`src/rtl/adaptive_threshold_stream.sv`:
```
// adaptive_threshold_stream
//
// Streams a 2**WIDTH_BITS x 2**HEIGHT_BITS image through a per-pixel threshold.
// Image and threshold memories are read in lockstep in raster order (column fastest).
// Each pixel is binarised against (threshold - C), which saturates at zero.
// The result is pushed with its coordinate into a 2-entry output FIFO drained by a
// valid/ready handshake.
//
// Ports
//   clock, not_reset              rising-edge clock, asynchronous active-low reset
//   iStart, iC                    frame start (sampled in idle only), offset latched on start
//   oBusy, oDone                  busy outside idle, one-cycle end-of-frame pulse
//   oImageCol/Row, iImageData     image memory address / data (1-cycle read latency)
//   oThresholdCol/Row,
//   iThresholdData                threshold memory address / data (1-cycle read latency)
//   oResultCol/Row, oResultData   head-of-FIFO coordinate and binarised pixel
//   oResultValid, iResultReady    output handshake
//
// Configuration
//   ADAPTIVE_THRESHOLD_INVERT_EN  when defined, the output polarity is inverted
//                                 (1 iff pixel <= adjusted threshold); timing is unchanged.
module adaptive_threshold_stream #(
  parameter int unsigned WIDTH_BITS  = 8,
  parameter int unsigned HEIGHT_BITS = 8,
  parameter int unsigned PIX_BITS    = 8,
  parameter int unsigned C_BITS      = 5
) (
  input  logic                   clock,
  input  logic                   not_reset,
  input  logic                   iStart,
  input  logic [C_BITS-1:0]      iC,
  output logic                   oBusy,
  output logic                   oDone,
  output logic [WIDTH_BITS-1:0]  oImageCol,
  output logic [HEIGHT_BITS-1:0] oImageRow,
  input  logic [PIX_BITS-1:0]    iImageData,
  output logic [WIDTH_BITS-1:0]  oThresholdCol,
  output logic [HEIGHT_BITS-1:0] oThresholdRow,
  input  logic [PIX_BITS-1:0]    iThresholdData,
  output logic [WIDTH_BITS-1:0]  oResultCol,
  output logic [HEIGHT_BITS-1:0] oResultRow,
  output logic                   oResultData,
  output logic                   oResultValid,
  input  logic                   iResultReady
);

  localparam int unsigned EntryBits = WIDTH_BITS + HEIGHT_BITS + 1;

  typedef enum logic [1:0] {StIdle, StScan, StDrain, StDone} state_e;

  state_e                 stateQ;
  logic [C_BITS-1:0]      cQ;
  logic [WIDTH_BITS-1:0]  colQ;
  logic [HEIGHT_BITS-1:0] rowQ;

  // One read in flight: its address was presented last cycle, its data is on the bus now.
  logic                   inFlightQ;
  logic [WIDTH_BITS-1:0]  flightColQ;
  logic [HEIGHT_BITS-1:0] flightRowQ;

  logic [EntryBits-1:0]   fifoQ [2];
  logic                   rdPtrQ;
  logic                   wrPtrQ;
  logic [1:0]             countQ;

  logic                   pop;
  logic                   push;
  logic                   issue;
  logic                   lastAddr;
  logic                   pixel;
  logic [2:0]             occupancy;
  logic [PIX_BITS-1:0]    cExt;
  logic [PIX_BITS-1:0]    adj;

  assign pop       = (countQ != 2'd0) && iResultReady;
  assign push      = inFlightQ;
  assign occupancy = {1'b0, countQ} + {2'b00, inFlightQ};
  // A new read lands in the FIFO two edges from now; only issue if a slot is guaranteed.
  assign issue     = (stateQ == StScan) && (occupancy < (3'd2 + {2'b00, pop}));
  assign lastAddr  = (&colQ) && (&rowQ);

  assign cExt = PIX_BITS'(cQ);
  assign adj  = (iThresholdData > cExt) ? (iThresholdData - cExt) : '0;

`ifdef ADAPTIVE_THRESHOLD_INVERT_EN
  assign pixel = (iImageData <= adj);
`else
  assign pixel = (iImageData > adj);
`endif

  // The address registers are the memory address outputs; they hold while stalled.
  assign oImageCol     = colQ;
  assign oImageRow     = rowQ;
  assign oThresholdCol = colQ;
  assign oThresholdRow = rowQ;

  assign {oResultCol, oResultRow, oResultData} = fifoQ[rdPtrQ];
  assign oResultValid = (countQ != 2'd0);

  // Control FSM with registered busy/done outputs.
  always_ff @(posedge clock or negedge not_reset) begin
    if (!not_reset) begin
      stateQ <= StIdle;
      cQ     <= '0;
      colQ   <= '0;
      rowQ   <= '0;
      oBusy  <= 1'b0;
      oDone  <= 1'b0;
    end else begin
      unique case (stateQ)
        StIdle: begin
          if (iStart) begin
            cQ     <= iC;
            colQ   <= '0;
            rowQ   <= '0;
            oBusy  <= 1'b1;
            stateQ <= StScan;
          end
        end
        StScan: begin
          if (issue) begin
            if (lastAddr) begin
              // Counters stay parked on the final address.
              stateQ <= StDrain;
            end else if (&colQ) begin
              colQ <= '0;
              rowQ <= rowQ + 1'b1;
            end else begin
              colQ <= colQ + 1'b1;
            end
          end
        end
        StDrain: begin
          // Leave once the FIFO empties on this edge and no read is outstanding.
          if (!inFlightQ && (countQ == {1'b0, pop})) begin
            oDone  <= 1'b1;
            stateQ <= StDone;
          end
        end
        StDone: begin
          oDone  <= 1'b0;
          oBusy  <= 1'b0;
          stateQ <= StIdle;
        end
        default: stateQ <= StIdle;
      endcase
    end
  end

  // Read tracking: remembers the coordinate of the read whose data arrives next cycle.
  always_ff @(posedge clock or negedge not_reset) begin
    if (!not_reset) begin
      inFlightQ  <= 1'b0;
      flightColQ <= '0;
      flightRowQ <= '0;
    end else begin
      inFlightQ <= issue;
      if (issue) begin
        flightColQ <= colQ;
        flightRowQ <= rowQ;
      end
    end
  end

  // Two-entry output FIFO; simultaneous push and pop keep count and order.
  always_ff @(posedge clock or negedge not_reset) begin
    if (!not_reset) begin
      for (int i = 0; i < 2; i++) begin
        fifoQ[i] <= '0;
      end
      rdPtrQ <= 1'b0;
      wrPtrQ <= 1'b0;
      countQ <= 2'd0;
    end else begin
      if (push) begin
        fifoQ[wrPtrQ] <= {flightColQ, flightRowQ, pixel};
        wrPtrQ        <= ~wrPtrQ;
      end
      if (pop) begin
        rdPtrQ <= ~rdPtrQ;
      end
      countQ <= countQ + {1'b0, push} - {1'b0, pop};
    end
  end

endmodule

```
`config.mk`:
```
export PLATFORM = sky130hd
export DESIGN_NAME = adaptive_threshold_stream
export DESIGN_NICKNAME = d
export VERILOG_FILES = /design/src/rtl/adaptive_threshold_stream.sv
export SDC_FILE = /design/constraint.sdc
export NUM_CORES = 1
export LEC_CHECK = 0
export CORE_MARGIN = 2
export CORE_UTILIZATION = 57
export CTS_BUF_LIST = sky130_fd_sc_hd__clkbuf_16
export CTS_CLUSTER_DIAMETER = 200
export DETAILED_ROUTE_END_ITERATION = 12
export HOLD_SLACK_MARGIN = 0.08
export PLACE_DENSITY = 0.92
export SYNTH_ARGS = -nofsm -noshare
export SYNTH_HDL_FRONTEND = slang
export SYNTH_SLANG_ARGS = --single-unit
export TNS_END_PERCENT = 100
```
`constraint.sdc`:
```
create_clock -name clock -period 5.8 [get_ports clock]
set_input_delay 0.87 -clock clock [delete_from_list [all_inputs] [get_ports clock]]
set_output_delay 0.87 -clock clock [all_outputs]
set_load 0.03 [all_outputs]
```
==> results.sh <==
export IMPL_outcome="completed"
export IMPL_final_common_cell="dfrtp_1"
export IMPL_syn_inst=400
export IMPL_synthArstFlopShare_pct=100
export IMPL_grt_util_met2_pct=40.5
export IMPL_clockBufferDepth=2
export IMPL_peakVddDrop_mv=0.342
export IMPL_ys_types=52
export IMPL_wl_um=9760
export IMPL_drv_cap=0
export IMPL_r2r_setup_slack_ns=2.60
export IMPL_r2r_cells=13
export IMPL_r2r_start="cQ[0]"
export IMPL_start_util_pct=57.8
export IMPL_htreeDepth=3
export IMPL_drive_gt1_share_pct=19.7
export IMPL_grt_pass1_vias=3398
export IMPL_hold_viol_final=0
export IMPL_finalPower_mw=3.35
export IMPL_cp_max_fo=5
export IMPL_drtPass1Iterations=4
export IMPL_vias=3372
export IMPL_worstSetupPathType="in -> reg"
export IMPL_cp_arrival_ns=4.03
export IMPL_rows=32
export IMPL_report_final_setup_viol=0
export IMPL_globalplace_congestion=0.871
export IMPL_tightest_slew_ns=0.960
export IMPL_gr_usage_all_layers_pct=24.5
export IMPL_cts_resized=0
export IMPL_wl_per_cell_um=17.3
export IMPL_clkSlewWorstSetupHoldPaths_ns=0.06
export IMPL_crit_required_ns=5.98
export IMPL_drc_errors=0
export IMPL_clock_sink_count=80
export IMPL_clk_latency_ns=0.33
export IMPL_die_height_um=91.8
export IMPL_cts_tree="yes"
export IMPL_first_iter_violations=212
export IMPL_syn_area_per_cell_sq_um=11.0
export IMPL_hold_start="fifoQ[0]"
export IMPL_fin_crit_sh_pct=66.3
export IMPL_leakagePower_nw=2.36
export IMPL_place_detailed_hpwl_um=6610
export IMPL_die_area_sq_um=8430
export IMPL_ys_seq_area_share_pct=45.5
export IMPL_crit_buf_inv=2
export IMPL_tns_ns=0
export IMPL_hold_buffers=0
export IMPL_numCtsBuffers=9
export IMPL_grt_busiest_layer="met2"
export IMPL_met3_usage_pct=3.12
export IMPL_cpMaxStageDelayCell="clkdlybuf4s50_1"
export IMPL_placeableCoreArea_sq_um=7610
export IMPL_antenna_found_initial=0
export IMPL_hp_class="reg -> reg"
export IMPL_final_cell_mix="80 x dfrtp_1, 75 x clkdlybuf4s50_1, 64 x mux2_2"
export IMPL_synth_ff_type="dfrtp_1"
export IMPL_grt_max_degree=81
export IMPL_ys_warn_count=0
export IMPL_max_slew_margin_pct=36.0
export IMPL_clock_skew_ns=0.00704
export IMPL_cts_root_buf="clkbuf_16"
export IMPL_postCtsSetupBuffers=0
export IMPL_die_w_um=91.8
export IMPL_fillCellCount=496
export IMPL_powerDensity_nw_per_um2=622
export IMPL_synth_area_sq_um=4400
export IMPL_end_kind="flop"
export IMPL_vias_per_cell=5.99
export IMPL_ant_nets=0
export IMPL_area_delta_synth_final_pct=22.5
export IMPL_crit_family="compound AO/OA/AOI/OAI gates"
export IMPL_synth_edf_count=0
export IMPL_min_period_ns=3.84
export IMPL_grt_util_met1_pct=32.5
export IMPL_pin_count=77
export IMPL_cpPeakStageDelay_ns=0.45
export IMPL_synth_seq_cells=80
export IMPL_final_net_count=505
export IMPL_report_final_slew_viol_count=0
export IMPL_clock_fmax_mhz=260
export IMPL_io_buffers=76
export IMPL_grt_pass1_wl_um=16400
export IMPL_n_antenna_cell=0
export IMPL_gr_total_overflow=0
export IMPL_worstReg2RegEnd="fifoQ[0]"
export IMPL_grt_setup_unrepaired="false"
export IMPL_setup_worst_path_start_class="input pin"
export IMPL_hold_depth=2
export IMPL_critical_path_cell_chain="clkdlybuf4s50_1, inv_1, ha_1, fa_1, nor2b_1, o21ai_0, a21oi_1, o22a_1, o211ai_1, ha_1, a21o_1, a21o_1, a21oi_1, a22o_1, o21ai_0"
export IMPL_syn_num_nets=449
export IMPL_worstHoldEndpoint="fifoQ[0]"
==> through the flow <==
step / setup slack (ns) / hold WS [ns] / area (sq um) / instances / util [%]
2_1_floorplan: 2.44 / 0.450 / 4400 / 400 / -
3_3_place_gp: 1.83 / 0.465 / 5100 / 547 / 67.1
3_5_place_dp: 1.65 / 0.479 / 5100 / 547 / 67.1
4_1_cts: 2.01 / 0.501 / 5390 / 563 / 70.8
5_1_grt: 1.84 / 0.508 / 5390 / 563 / 70.8
6_report: 1.96 / 0.495 / 5390 / 563 / 70.8
==> layout make-up <==
class	instances	area [sq um]	share of cell area, %
well taps	102	128	2.37
repair buffers	77	766	14.2
clock inverters	7	62.6	1.16
inverters	31	116	2.16
flip-flops and latches	80	2000	37.1
multi-input cells	257	2090	38.8
clock buffers	9	225	4.18
==> how the worst max path moves through the flow <==
stage,startpoint,end,depth (start not counted)
after floorplan,iThresholdData[0],fifoQ[0],14
after detailed placement,iThresholdData[0],fifoQ[0],15
after CTS,iThresholdData[0],fifoQ[0],15
after global placement,iThresholdData[0],fifoQ[0],15
after global routing,iThresholdData[0],fifoQ[0],15
final,iThresholdData[0],fifoQ[0],15
==> flip-flops by register name (all words and copies together), names as in the netlist <==
| signal | cells |
|---|---|
| rdPtrQ | 1 |
| oImageCol | 8 |
| fifoQ | 34 |
| flightColQ | 8 |
| oBusy | 1 |
| wrPtrQ | 1 |
| cQ | 5 |
| flightRowQ | 8 |
| inFlightQ | 1 |
| stateQ | 2 |
| oDone | 1 |
| countQ | 2 |
| oImageRow | 8 |
==> cells in the mapped netlist (2+ instances only) <==
cell type  instances  share of area, %
o211ai_1           3              0.51
nor4_2             2              0.57
nand3_1           16               1.8
a31oi_1            2              0.28
and4_1             4              0.80
nor2b_1            5              0.71
buf_4             16               2.7
a21oi_1            8              0.91
buf_2              2              0.23
nor4_1             7               1.0
or3_1              3              0.43
nor3_1             2              0.23
nor2_1             7              0.60
a21o_1             4              0.68
o21ai_0           21               2.4
dfrtp_1           80                46
mux2_2            64                16
nand2_1           25               2.1
mux2i_1            9               2.0
clkbuf_1          10              0.85
o22ai_1            3              0.43
buf_1              3              0.26
and3_1             4              0.57
or2_2              2              0.28
ha_1              23               6.5
o311ai_0           4              0.80
a211o_1            2              0.40
nand4_1           10               1.4
xnor2_1            4              0.80
inv_1             31               2.6
a22oi_1            2              0.34
a22o_1             2              0.40
==> where the power goes <==
group	total, mW	internal (mW)	switching, mW
Sequential	1.05	0.805	0.246
Clock	0.541	0.299	0.242
Combinational	1.76	0.816	0.946
Total	3.35	1.92	1.43
==> worst reg2reg max path, cell delays in order, from the launching register on <==
cell	delay, ns
dfrtp_1	0.38
ha_1	0.21
fa_1	0.42
nor2b_1	0.13
o21ai_0	0.10
a21oi_1	0.31
o22a_1	0.28
o211ai_1	0.14
ha_1	0.31
a21o_1	0.19
a21o_1	0.18
a21oi_1	0.15
a22o_1	0.16
o21ai_0	0.08
==> cell families after synthesis <==
kind of cell / count (synthesis) / synth area share, %
buffers and inverters: 63 / 6.97
adders and majority gates: 24 / 7.00
and+or+nand+nor: 94 / 11.9
AOI/OAI and AO/OA: 61 / 9.22
xor gates and xnor gates: 5 / 0.996
muxes: 73 / 18.4
DFF: 80 / 45.5
==> per-layer routing <==
layer	vias to the layer above	routed length, um
met5	-	0
met4	0	272
met3	25	499
met2	151	4860
met1	1659	4130
li1	1537	-
Note: power is estimated with default switching activity, not from simulation.
==> RTL change (same settings) <==
The option `ADAPTIVE_THRESHOLD_INVERT_EN` is turned on by a define.
--- a/src/rtl/adaptive_threshold_stream.sv
+++ b/src/rtl/adaptive_threshold_stream.sv
@@ -21,2 +21,4 @@
 //                                 (1 iff pixel <= adjusted threshold); timing is unchanged.
+`define ADAPTIVE_THRESHOLD_INVERT_EN
+
 module adaptive_threshold_stream #(
Behaviour: not the same (Yosys sat finds a counterexample within 4 cycles, from zero or initial values and one cycle with not_reset low).
==> RTL change against the unedited design <==
Sequential power fell by 7%; cell area rose by 2.4%; synthesized area rose by 1.4%; sequential cell count did not move; wire length rose by 13%; total power fell by 5.3%; first-iteration DRC count fell by 19%; setup slack got worse by 0.12 ns; sequential share of layout area fell by 0.88 points; clock skew barely moved; clock power rose by 18%; critical path type unchanged; critical endpoint unchanged; largest cell class unchanged; highest routed layer unchanged.
==> RTL change: results (changes against the unedited design) <==
CP max stage delay: 0.48 ns (was 0.45 ns)
Max IR drop VDD: 0.238 mV (was 0.342 mV)
Slew HR: 32.9% (was 36.0%)
mean post-synth cell area: 11.1 um2 (was 11.0 um2)
met2 usage: 46.5% (was 40.5%)
outcome: completed (unchanged)
Reg power frac: 30.8% (was 31.3%)
Detailed Route WL: 11.1 mm (was 9.76 mm)
post-DP HPWL: 6.84 mm (was 6.61 mm)
Logic power comb: 0.00156 W (was 0.00176 W)
HP Start: fifoQ[13] (was fifoQ[0])
NetSw: 0.00131 W (was 0.00143 W)
vias per cell: 6.15 (was 5.99)
DR pass1 iterations: 5 (was 4)
reg-to-reg setup timing slack: 2.53 ns (was 2.60 ns)
post-placement cell area: 5190 um2 (was 5100 um2)
Yosys cell types: 60 (was 52)
Total GRT Usage: 27.4% (was 24.5%)
Post-Syn Nets: 450 (was 449)
WHS: 0.503 ns (was 0.495 ns)
WL met2: 5.54 mm (was 4.86 mm)
WL met3: 553 um (was 499 um)
fillers: 468 (was 496)
RePlAce Congestion: 0.868 (was 0.871)
worst clock skew: 0.00698 ns (was 0.00704 ns)
Hold Crit Endpoint: fifoQ[13] (was fifoQ[0])
CP Data Arrival Time: 4.21 ns (was 4.03 ns)
Synth area leaders: dfrtp_1 45%, mux2_2 18%, ha_1 6.5%, o21ai_0 2.8%, buf_4 2.7% (was dfrtp_1 46%, mux2_2 16%, ha_1 6.5%, buf_4 2.7%, inv_1 2.6%)
wire length on met1: 4.60 mm (was 4.13 mm)
## RTL change: per-stage QoR
stage	total power (W)	utilization, %	setup slack (ns)
2_1_floorplan	0.00202	-	2.44
3_3_place_gp	0.00240	67.9	1.85
3_5_place_dp	0.00249	67.9	1.59
4_1_cts	0.00317	72.2	1.88
5_1_grt	0.00334	72.2	1.69
6_report	0.00318	72.2	1.84
## RTL change: cell families (layout without fill, tap and decap cells)
kind of cell	after synthesis	after routing	share of synthesized area (%)
adder cells (fa/ha/maj)	24	24	6.90
AO/OA/AOI/OAI	70	70	10.8
XOR/XNOR	5	5	0.982
buffers and inverters	50	116	5.70
multiplexers	77	77	19.3
AND/OR/NAND/NOR	95	95	11.4
flip-flops	80	80	44.9
## RTL change: area by class of cell
class / count / area share, %
Inverter: 22 / 1.50
Sequential cell: 80 / 36.3
Tap cell: 102 / 2.31
Clock inverter: 7 / 1.93
Clock buffer: 9 / 4.08
Timing Repair Buffer: 78 / 14.0
Multi-Input combinational cell: 271 / 39.9
